==> config.mk <==
export PLATFORM = sky130hd
export DESIGN_NAME = panel_loader
export DESIGN_NICKNAME = d
export VERILOG_FILES = /design/src/rtl/panel_loader_pkg.sv /design/src/rtl/trace_fifo.sv /design/src/rtl/panel_loader.sv
export SDC_FILE = /design/constraint.sdc
export NUM_CORES = 1
export LEC_CHECK = 0
export CAP_MARGIN = 20
export CORE_MARGIN = 2
export CORE_UTILIZATION = 49
export DETAILED_ROUTE_END_ITERATION = 6
export PLACE_DENSITY = 0.7
export SETUP_SLACK_MARGIN = 0.05
export SYNTH_ARGS = -nofsm -noshare
export SYNTH_HDL_FRONTEND = slang
export SYNTH_HIERARCHICAL = 1
export SYNTH_SLANG_ARGS = --single-unit
==> constraint.sdc <==
create_clock -name clk -period 4.9 [get_ports clk]
set_clock_uncertainty 0.2 [all_clocks]
set_input_delay 0.735 -clock clk [delete_from_list [all_inputs] [get_ports clk]]
set_output_delay 0.735 -clock clk [all_outputs]
set_load 0.01 [all_outputs]
==> src/rtl/panel_loader_pkg.sv <==
// rtl/panel_loader_pkg.sv - shared CPU definitions for the front-panel loader
// Purpose: loader state encoding, trace entry type codes and the default start PC.
// Ports: none (package).
package panel_loader_pkg;

  typedef enum logic [3:0] {
    S_IDLE,
    S_ADDR_SET,
    S_LPC_HI,
    S_LPC_LO,
    S_DATA_SET,
    S_DEP_HI,
    S_DEP_LO,
    S_PC_SET,
    S_PC_HI,
    S_PC_LO,
    S_RUN,
    S_DONE
  } state_t;

  localparam logic [1:0] TR_READ  = 2'b00;
  localparam logic [1:0] TR_FETCH = 2'b01;
  localparam logic [1:0] TR_WRITE = 2'b10;

  localparam logic [11:0] DEFAULT_START_PC = 12'o0200;

endpackage

==> src/rtl/trace_fifo.sv <==
// rtl/trace_fifo.sv - show-ahead FIFO holding memory-bus trace entries
// Purpose: stores trace entries; head is visible whenever not empty, full
//          pushes are dropped unless a pop frees a slot the same clock.
// Ports: clk, rst (async active-low), push/push_data (write side),
//        pop (read side), head/empty (read view), overflow (sticky drop flag).
module trace_fifo #(
  parameter int WIDTH = 26,
  parameter int DEPTH = 16
) (
  input  logic             clk,
  input  logic             rst,
  input  logic             push,
  input  logic [WIDTH-1:0] push_data,
  input  logic             pop,
  output logic [WIDTH-1:0] head,
  output logic             empty,
  output logic             overflow
);

  localparam int AW = (DEPTH > 1) ? $clog2(DEPTH) : 1;

  logic [WIDTH-1:0] mem [DEPTH];
  logic [AW-1:0]    wr_ptr;
  logic [AW-1:0]    rd_ptr;
  logic [AW:0]      count;
  logic             full;
  logic             do_push;
  logic             do_pop;

  assign empty   = (count == '0);
  assign full    = (count == (AW+1)'(DEPTH));
  assign do_pop  = pop && !empty;
  // A pop in the same clock frees the slot the push needs.
  assign do_push = push && (!full || do_pop);
  assign head    = mem[rd_ptr];

  always_ff @(posedge clk) begin
    if (do_push) begin
      mem[wr_ptr] <= push_data;
    end
  end

  // Pointers wrap naturally because DEPTH is a power of two.
  always_ff @(posedge clk or negedge rst) begin
    if (!rst) begin
      wr_ptr   <= '0;
      rd_ptr   <= '0;
      count    <= '0;
      overflow <= 1'b0;
    end else begin
      if (do_push) wr_ptr <= wr_ptr + 1'b1;
      if (do_pop)  rd_ptr <= rd_ptr + 1'b1;
      case ({do_push, do_pop})
        2'b10:   count <= count + 1'b1;
        2'b01:   count <= count - 1'b1;
        default: ;
      endcase
      if (push && !do_push) overflow <= 1'b1;
    end
  end

endmodule

==> src/rtl/panel_loader.sv <==
// rtl/panel_loader.sv - drives a CPU front panel to load an image, then traces the bus
// Purpose: accepts (addr, data, last) words, toggles the panel switches and buttons
//          to deposit each word, loads START_PC, sets RUN until the CPU halts, and
//          records memory-bus transfers seen while running.
// Ports: clk, rst (async active-low);
//        in_valid/in_ready/in_addr/in_data/in_last - host image-word stream;
//        sw_out/load_pc_btn/deposit_btn/run_sw - front-panel drive;
//        halted (CPU), busy/done (loader status);
//        mem_finished/read_enable/write_enable/fetch_state/mem_addr/mem_rdata/mem_wdata - bus observation;
//        tr_valid/tr_ready/tr_type/tr_addr/tr_data/tr_overflow - trace stream.
module panel_loader
  import panel_loader_pkg::*;
#(
  parameter int                WORD_W      = 12,
  parameter int                HOLD_CYC    = 10,
  parameter int                TRACE_DEPTH = 16,
  parameter logic [WORD_W-1:0] START_PC    = DEFAULT_START_PC
) (
  input  logic              clk,
  input  logic              rst,
  input  logic              in_valid,
  output logic              in_ready,
  input  logic [WORD_W-1:0] in_addr,
  input  logic [WORD_W-1:0] in_data,
  input  logic              in_last,
  output logic [WORD_W-1:0] sw_out,
  output logic              load_pc_btn,
  output logic              deposit_btn,
  output logic              run_sw,
  input  logic              halted,
  output logic              busy,
  output logic              done,
  input  logic              mem_finished,
  input  logic              read_enable,
  input  logic              write_enable,
  input  logic              fetch_state,
  input  logic [WORD_W-1:0] mem_addr,
  input  logic [WORD_W-1:0] mem_rdata,
  input  logic [WORD_W-1:0] mem_wdata,
  output logic              tr_valid,
  input  logic              tr_ready,
  output logic [1:0]        tr_type,
  output logic [WORD_W-1:0] tr_addr,
  output logic [WORD_W-1:0] tr_data,
  output logic              tr_overflow
);

  localparam int         TW      = 2 + 2 * WORD_W;
  localparam logic [7:0] HOLD_LD = 8'(HOLD_CYC - 1);

  state_t            state;
  state_t            state_n;
  logic [7:0]        cnt;
  logic [WORD_W-1:0] addr_q;
  logic [WORD_W-1:0] data_q;
  logic              last_q;
  logic              phase_end;

  logic              fin_q;
  logic              trace_ev;
  logic              wr_pend;
  logic [WORD_W-1:0] pend_addr;
  logic [WORD_W-1:0] pend_data;
  logic              push;
  logic [TW-1:0]     push_data;
  logic [TW-1:0]     head;
  logic              empty;

  assign phase_end = (cnt == '0);

  // State register
  always_ff @(posedge clk or negedge rst) begin
    if (!rst) state <= S_IDLE;
    else      state <= state_n;
  end

  // Next-state logic
  always_comb begin
    state_n = state;
    case (state)
      S_IDLE:     if (in_valid)  state_n = S_ADDR_SET;
      S_ADDR_SET: if (phase_end) state_n = S_LPC_HI;
      S_LPC_HI:   if (phase_end) state_n = S_LPC_LO;
      S_LPC_LO:   if (phase_end) state_n = S_DATA_SET;
      S_DATA_SET: if (phase_end) state_n = S_DEP_HI;
      S_DEP_HI:   if (phase_end) state_n = S_DEP_LO;
      S_DEP_LO:   if (phase_end) state_n = last_q ? S_PC_SET : S_IDLE;
      S_PC_SET:   if (phase_end) state_n = S_PC_HI;
      S_PC_HI:    if (phase_end) state_n = S_PC_LO;
      S_PC_LO:    if (phase_end) state_n = S_RUN;
      S_RUN:      if (halted)    state_n = S_DONE;
      S_DONE:     state_n = S_DONE;
      default:    state_n = S_IDLE;
    endcase
  end

  // Output logic; purely from state so an async reset releases buttons at once.
  always_comb begin
    sw_out      = '0;
    load_pc_btn = 1'b0;
    deposit_btn = 1'b0;
    run_sw      = 1'b0;
    busy        = 1'b1;
    done        = 1'b0;
    in_ready    = 1'b0;
    case (state)
      S_IDLE: begin
        busy     = 1'b0;
        in_ready = 1'b1;
      end
      S_ADDR_SET, S_LPC_LO: sw_out = addr_q;
      S_LPC_HI: begin
        sw_out      = addr_q;
        load_pc_btn = 1'b1;
      end
      S_DATA_SET, S_DEP_LO: sw_out = data_q;
      S_DEP_HI: begin
        sw_out      = data_q;
        deposit_btn = 1'b1;
      end
      S_PC_SET, S_PC_LO: sw_out = START_PC;
      S_PC_HI: begin
        sw_out      = START_PC;
        load_pc_btn = 1'b1;
      end
      S_RUN: run_sw = 1'b1;
      S_DONE: begin
        busy = 1'b0;
        done = 1'b1;
      end
      default: ;
    endcase
  end

  // One down-counter times every hold phase; it reloads on any state change.
  always_ff @(posedge clk or negedge rst) begin
    if (!rst)                  cnt <= '0;
    else if (state_n != state) cnt <= HOLD_LD;
    else if (!phase_end)       cnt <= cnt - 8'd1;
  end

  always_ff @(posedge clk or negedge rst) begin
    if (!rst) begin
      addr_q <= '0;
      data_q <= '0;
      last_q <= 1'b0;
    end else if (in_valid && in_ready) begin
      addr_q <= in_addr;
      data_q <= in_data;
      last_q <= in_last;
    end
  end

  // Bus observation: a dual read+write transfer queues its write entry for the
  // following clock. A new rising edge cannot arrive that soon, so they never collide.
  assign trace_ev = mem_finished && !fin_q && (state == S_RUN);

  always_ff @(posedge clk or negedge rst) begin
    if (!rst) begin
      fin_q     <= 1'b0;
      wr_pend   <= 1'b0;
      pend_addr <= '0;
      pend_data <= '0;
    end else begin
      fin_q   <= mem_finished;
      wr_pend <= trace_ev && read_enable && write_enable;
      if (trace_ev) begin
        pend_addr <= mem_addr;
        pend_data <= mem_wdata;
      end
    end
  end

  always_comb begin
    push      = 1'b0;
    push_data = '0;
    if (wr_pend) begin
      push      = 1'b1;
      push_data = {TR_WRITE, pend_addr, pend_data};
    end else if (trace_ev && read_enable) begin
      push      = 1'b1;
      push_data = {fetch_state ? TR_FETCH : TR_READ, mem_addr, mem_rdata};
    end else if (trace_ev && write_enable) begin
      push      = 1'b1;
      push_data = {TR_WRITE, mem_addr, mem_wdata};
    end
  end

  trace_fifo #(
    .WIDTH (TW),
    .DEPTH (TRACE_DEPTH)
  ) u_trace_fifo (
    .clk       (clk),
    .rst       (rst),
    .push      (push),
    .push_data (push_data),
    .pop       (tr_valid && tr_ready),
    .head      (head),
    .empty     (empty),
    .overflow  (tr_overflow)
  );

  assign tr_valid = !empty;
  assign tr_type  = head[TW-1 -: 2];
  assign tr_addr  = head[2*WORD_W-1 -: WORD_W];
  assign tr_data  = head[WORD_W-1:0];

endmodule
* Word-level counts from Yosys, hierarchy flattened *
Memory sizes are Yosys's and may differ from the RTL's.
Index checks and enable logic that the tools add are counted.

cells by class
  add/sub/neg operators = 5
  equality and inequality tests = 16
  multiplexer cells = 32
  reductions and logical operators = 24

operators with widths
  kind                                                                number
  26-bit two-way mux                                                  3
  4-bit one-hot mux with 12 select lines                              1
  4-bit two-way mux                                                   11
  12-bit one-hot mux with 3 select lines                              1
  4-bit by 3-bit == test with 1-bit output, second input constant     4
  4-bit == test, second input constant                                4
  8-bit two-way mux                                                   2
  1-bit two-way mux                                                   12
  1-bit logical AND                                                   10
  5-bit one-hot mux with 2 select lines                               1
  3-bit OR reduction                                                  3
  4-bit by 1-bit adder with 4-bit output, second input constant       2
  4-bit by 2-bit == test with 1-bit output, second input constant     2
  8-bit logical NOT                                                   1
  8-bit by 1-bit subtractor with 8-bit output, second input constant  1
  5-bit by 1-bit adder with 5-bit output, second input constant       1
  5-bit == test, second input constant                                1
  5-bit logical NOT                                                   1
  5-bit by 1-bit subtractor with 5-bit output, second input constant  1
  4-bit by 1-bit == test with 1-bit output, second input constant     1
  1-bit logical NOT                                                   4
  4-bit logical NOT                                                   1
  4-bit inequality test                                               1
  2-bit OR reduction                                                  2
  6 further kinds                                                     6

storage, ports and cells
  logic and storage cells = 91
  input port bits = 70
  output and inout bits = 46
  memories = 1
  register bits after elaboration = 77
  memory bits (writable) = 416

memory list
  name              words  width  read ports  clocked after memory_dff  write ports  RTL line          source
  u_trace_fifo.mem  16     26     1           0                         1            trace_fifo.sv:22  logic [WIDTH-1:0] mem [DEPTH];

* Depth between registers and ports, before layout *
  depth in word-level cells = 10
  depth in mapped cells = 16

* By module *
Netlist, hierarchy kept.

by module, submodules not included
  module        area an instance (sq um)  seq. area each (sq um)  times used  cells an instance
  trace_fifo    16,694.8                  12,842.3                1           699
  panel_loader  3,393.3                   1,576.5                 1           291

* Worst setup path after synthesis *
OpenSTA, ideal clock, no wires.

  path kind = input-to-reg
  from = input mem_finished
  to = memory u_trace_fifo.mem[3][0] (enable)
  cell stages on the path = 8
  arrival = 4.647 ns
  setup slack = -0.421 ns
  library setup time = 0.475 ns
  required time = 4.225 ns
  path through = nand4bb_1 > buf_6 > buf_2 > o21bai_1 > clkbuf_1 > clkbuf_1 > nand2_1 > nor4_1

between the ends
  cells in the longest elaborated chain, start to end = 9

RTL lines
  element                                    RTL line             source
  start: declaration                         panel_loader.sv:33   input logic mem_finished,
  1-bit logical AND * (2 in series)          panel_loader.sv:156  assign trace_ev = mem_finished && !fin_q && (state == S_RUN);
  1-bit logical AND                          panel_loader.sv:183  end else if (trace_ev && write_enable) begin
  1-bit two-way mux                          panel_loader.sv:183
  1-bit two-way mux *                        panel_loader.sv:180  end else if (trace_ev && read_enable) begin
  1-bit two-way mux *                        panel_loader.sv:177  if (wr_pend) begin
  named net push                             panel_loader.sv:64   logic push;
  1-bit logical AND *                        trace_fifo.sv:34     assign do_push = push && (!full || do_pop);
  1-bit two-way mux *                        trace_fifo.sv:38     if (do_push) begin
  1-bit two-way mux (implied by the code) *  trace_fifo.sv:39     mem[wr_ptr] <= push_data;
  end: declaration                           trace_fifo.sv:22

Mark *: on every way through the listed nets, which the timed path passes. The rest lies on a longest branch.

* Final worst setup path *
  from = register u_trace_fifo.rd_ptr[0]
  to = output tr_addr[8]

between the ends
  cells in the longest elaborated chain, start to end = 1

RTL lines
  element                   RTL line            source
  start: declaration        trace_fifo.sv:24    logic [AW-1:0] rd_ptr;
  start signal: assignment  trace_fifo.sv:52    if (do_pop) rd_ptr <= rd_ptr + 1'b1;
  memory read 16 x 26 bit   --
  end: declaration          panel_loader.sv:43  output logic [WORD_W-1:0] tr_addr,

No other way between the ends.

==> summary.md <==
| Metric | Value |
|---|---|
| First-pass GRT wire length | `64.2 mm` |
| EDFF count, synth | `416` |
| Initial core utilization | `0.494` |
| Yosys warning count | `6` |
| Adder-Cell Fraction of Synth Area | `0.00660` |
| Maxcap violations | `0` |
| H-tree depth | `2` |
| Final Routed Wirelength | `42.5 mm` |
| Crit path launch | `u_trace_fifo/rd_ptr[0]` |
| Area growth syn-to-layout | `17.4%` |
| CTS tree | `yes` |
| Most frequent cells in the layout | `edfxtp_1, mux4_2, clkdlybuf4s50_1, dfrtp_1, clkbuf_16` |
| Final Hold Vio Count | `0` |
| Crit path capture type | `primary output` |
| Vias | `10100` |
| Crit path DAT | `3.47 ns` |
| Worst R2R Setup Slack | `1.04 ns` |
| Drt first pass iters | `5` |
| Ys flop type | `edfxtp_1` |
| Final Total Pwr | `11100 uW` |
| Post-synthesis mux area share | `0.176` |
| Largest family of logic cells by synthesized area | `multiplexers` |
| Leak | `0.00783 uW` |
| Period minus WS final | `4.40 ns` |
| Clk_lat worst skew | `0.58 ns` |
| Slew Limit Fails | `0` |
| Port Buffers | `115` |
| Netlist cell types | `71` |
| Worst-path clk slew | `0.06 ns` |
| Ratio of cells with drive above 1 in the final layout | `0.260` |
| Clock sinks | `493` |
| Initial antenna violation count | `1` |
| Io pins | `116` |
| Clock Tree Root | `clkbuf_16` |
| Clk buf depth | `3` |
| Critical Path End | `tr_addr[8]` |
| Min-Delay Path Class | `flop to flop` |
| Startpoint Class | `flop` |
| Crit Path Category | `flop to primary output` |
| CTS Buf Count | `50` |
| Detailed placement HPWL | `24.2 mm` |
| Place WS | `0.879 ns` |
| Least-Margin Pin Slew | `0.983 ns` |
| Xor-xnor portion of the synthesized cell area | `0.00480` |
| Flops & latches, synth | `493` |
| Cell Area, Synth | `20100 sq um` |
| Compound-gate portion of the synthesized area | `0.0351` |
| # diodes | `0` |
| Vias per cell | `5.92` |
| Die Height | `206 um` |
| Vias in the first global route | `10400` |
| DRC viols | `0` |
| Most common cell after layout, fill and taps aside | `edfxtp_1` |
| R2R depth | `11` |
| Filler cells | `2943` |
| CP max FO | `34` |
| Gp weighted congestion | `0.757` |
| Total global routing overflow | `0` |
| Overall routing resource usage | `0.208` |
| Total core area | `40600 sq um` |
| Cell area power density | `470 nW/um^2` |
| Row count | `74` |
| Final worst slack | `0.498 ns` |
| Status | `finished, final reports clean` |
| CP cell instances | `buf_4 -> mux4_2 -> mux4_2 -> clkdlybuf4s50_1` |
| Mean Syn Cell Area | `20.3 sq um` |
| Slowest stage delay, CP | `0.89 ns` |
| Fmax | `227 MHz` |
| DR WL/cell | `24.8 um` |
| Final worst path period share | `0.898` |
| Crit path max-delay family | `multiplexers` |
| Post-route cell area | `23600 sq um` |
| Mapped Nets | `1070` |
| Total Nets Final | `1219` |
| Post-cts resize count | `0` |
| Maximum VDD drop | `0.312 mV` |
| Syn Inst Count | `990` |
| Worst EP required | `3.96 ns` |
| Critical path buffers and inverters | `2` |
| Reg2reg end | `u_trace_fifo/count[4]` |
| Synth async-reset ratio | `0.156` |
| Die area | `42600 sq um` |
| Sequential fraction of the synthesis area | `0.718` |
| Synth Area in Simple Gates | `0.0403` |
| CP Depth | `4` |
| Die Wd | `206 um` |
| DP Area | `22000 sq um` |
| Cell repeated most along the worst path | `mux4_2` |
| RSZ-0062 raised after global routing | `false` |
| Final ANT Viol Nets | `0` |
| Final setup TNS | `0 ns` |
| Pin count of the biggest net entering global routing | `47` |
| Hold WS | `0.289 ns` |
| Max transition margin | `0.344` |
| # setup viols final | `0` |
| 1st-iter DRT viols | `784` |
| Critical R2R Launch | `state[1]` |
| Crit-path slowest cell | `dfrtp_4` |
-- worst min path at each step --
stage,from,to,slack [ns],depth (start not counted)
after floorplan,rst,addr_q[0],0.24,0
after global placement,pend_data[1],pend_data[1],0.28,1
after detailed placement,data_q[7],data_q[7],0.28,1
after CTS,data_q[7],data_q[7],0.30,1
after global routing,pend_data[3],pend_data[3],0.30,1
final,data_q[7],data_q[7],0.29,1
-- flip-flops by register name (all words and copies together), names as in the netlist --
signal	count
last_q	1
data_q	12
u_trace_fifo/mem	416
pend_addr	12
state	4
u_trace_fifo/count	5
u_trace_fifo/rd_ptr	4
u_trace_fifo/wr_ptr	4
addr_q	12
u_trace_fifo/overflow	1
cnt	8
fin_q	1
pend_data	12
wr_pend	1
-- cells by family (layout without fill, tap and decap cells) --
family                     count (synthesis)  in the layout
buffers and inverters                     69            259
adders and majority gates                 10             10
DFF                                      493            493
and+or+nand+nor                          133            133
muxes                                    184            184
xor gates and xnor gates                  11             11
AOI/OAI and AO/OA                         90             90
-- per-layer routing --
metal	GRT usage	vias up	share of wire
li1	-	4386	-
met1	0.295	5321	0.42
met2	0.330	377	0.48
met3	0.0494	49	0.080
met4	0.0510	0	0.017
met5	0	-	0
-- cell type report --
type | instances | area [sq um] | share of cell area
timing repair buffer | 155 | 1530 | 0.0647
tap | 532 | 666 | 0.0282
clock buffer | 73 | 1430 | 0.0607
sequential | 493 | 14400 | 0.612
multi-input combinational | 428 | 5320 | 0.226
clock inverter | 20 | 170 | 0.00722
inverter | 11 | 41.3 | 0.00175
-- cells in the mapped netlist, drive strengths merged, types with 3 or more instances --
| cell type | n | area (sq um) |
|---|---|---|
| edfxtp | 416 | 12500 |
| mux4 | 130 | 2940 |
| dfrtp | 77 | 1930 |
| mux2 | 50 | 563 |
| buf | 37 | 267 |
| nor2 | 26 | 100 |
| a22o | 23 | 201 |
| and2 | 21 | 131 |
| clkbuf | 21 | 80.1 |
| nand2 | 14 | 55.1 |
| a21oi | 13 | 65.1 |
| a221o | 13 | 130 |
| nor2b | 13 | 81.3 |
| nor3 | 12 | 81.3 |
| inv | 11 | 41.3 |
| o21ai | 11 | 58.8 |
| ha | 9 | 113 |
| xnor2 | 9 | 78.8 |
| and3 | 8 | 50.1 |
| nand2b | 7 | 51.3 |
| nor4 | 7 | 58.8 |
| nand3 | 5 | 25.0 |
| nor3b | 5 | 37.5 |
| a31oi | 4 | 25.0 |
| mux2i | 4 | 40.0 |
| nand3b | 3 | 22.5 |
| nand4 | 3 | 18.8 |
| or4 | 3 | 26.3 |
-- per-stage QoR --
stage | std cells | util
after floorplan | 990 | -
after global placement | 1618 | 0.541
after detailed placement | 1618 | 0.541
after CTS | 1712 | 0.580
after global routing | 1712 | 0.580
final | 1712 | 0.580
-- timing repair --
| action | 4_1_cts | 5_1_grt |
|---|---|---|
| buffers inserted | 0 | 0 |
| hold buffers | 1 | 0 |
| hold endpoints to repair | 31 | 0 |
-- power breakdown --
part	leakage (uW)	total (uW)	internal, uW	switching [uW]
Sequential	0.00466	5110	4670	442
Clock	0.000777	3690	2180	1510
Combinational	0.00239	2290	1300	988
Total	0.00783	11100	8150	2940
Power figures use the tool's default switching activity.
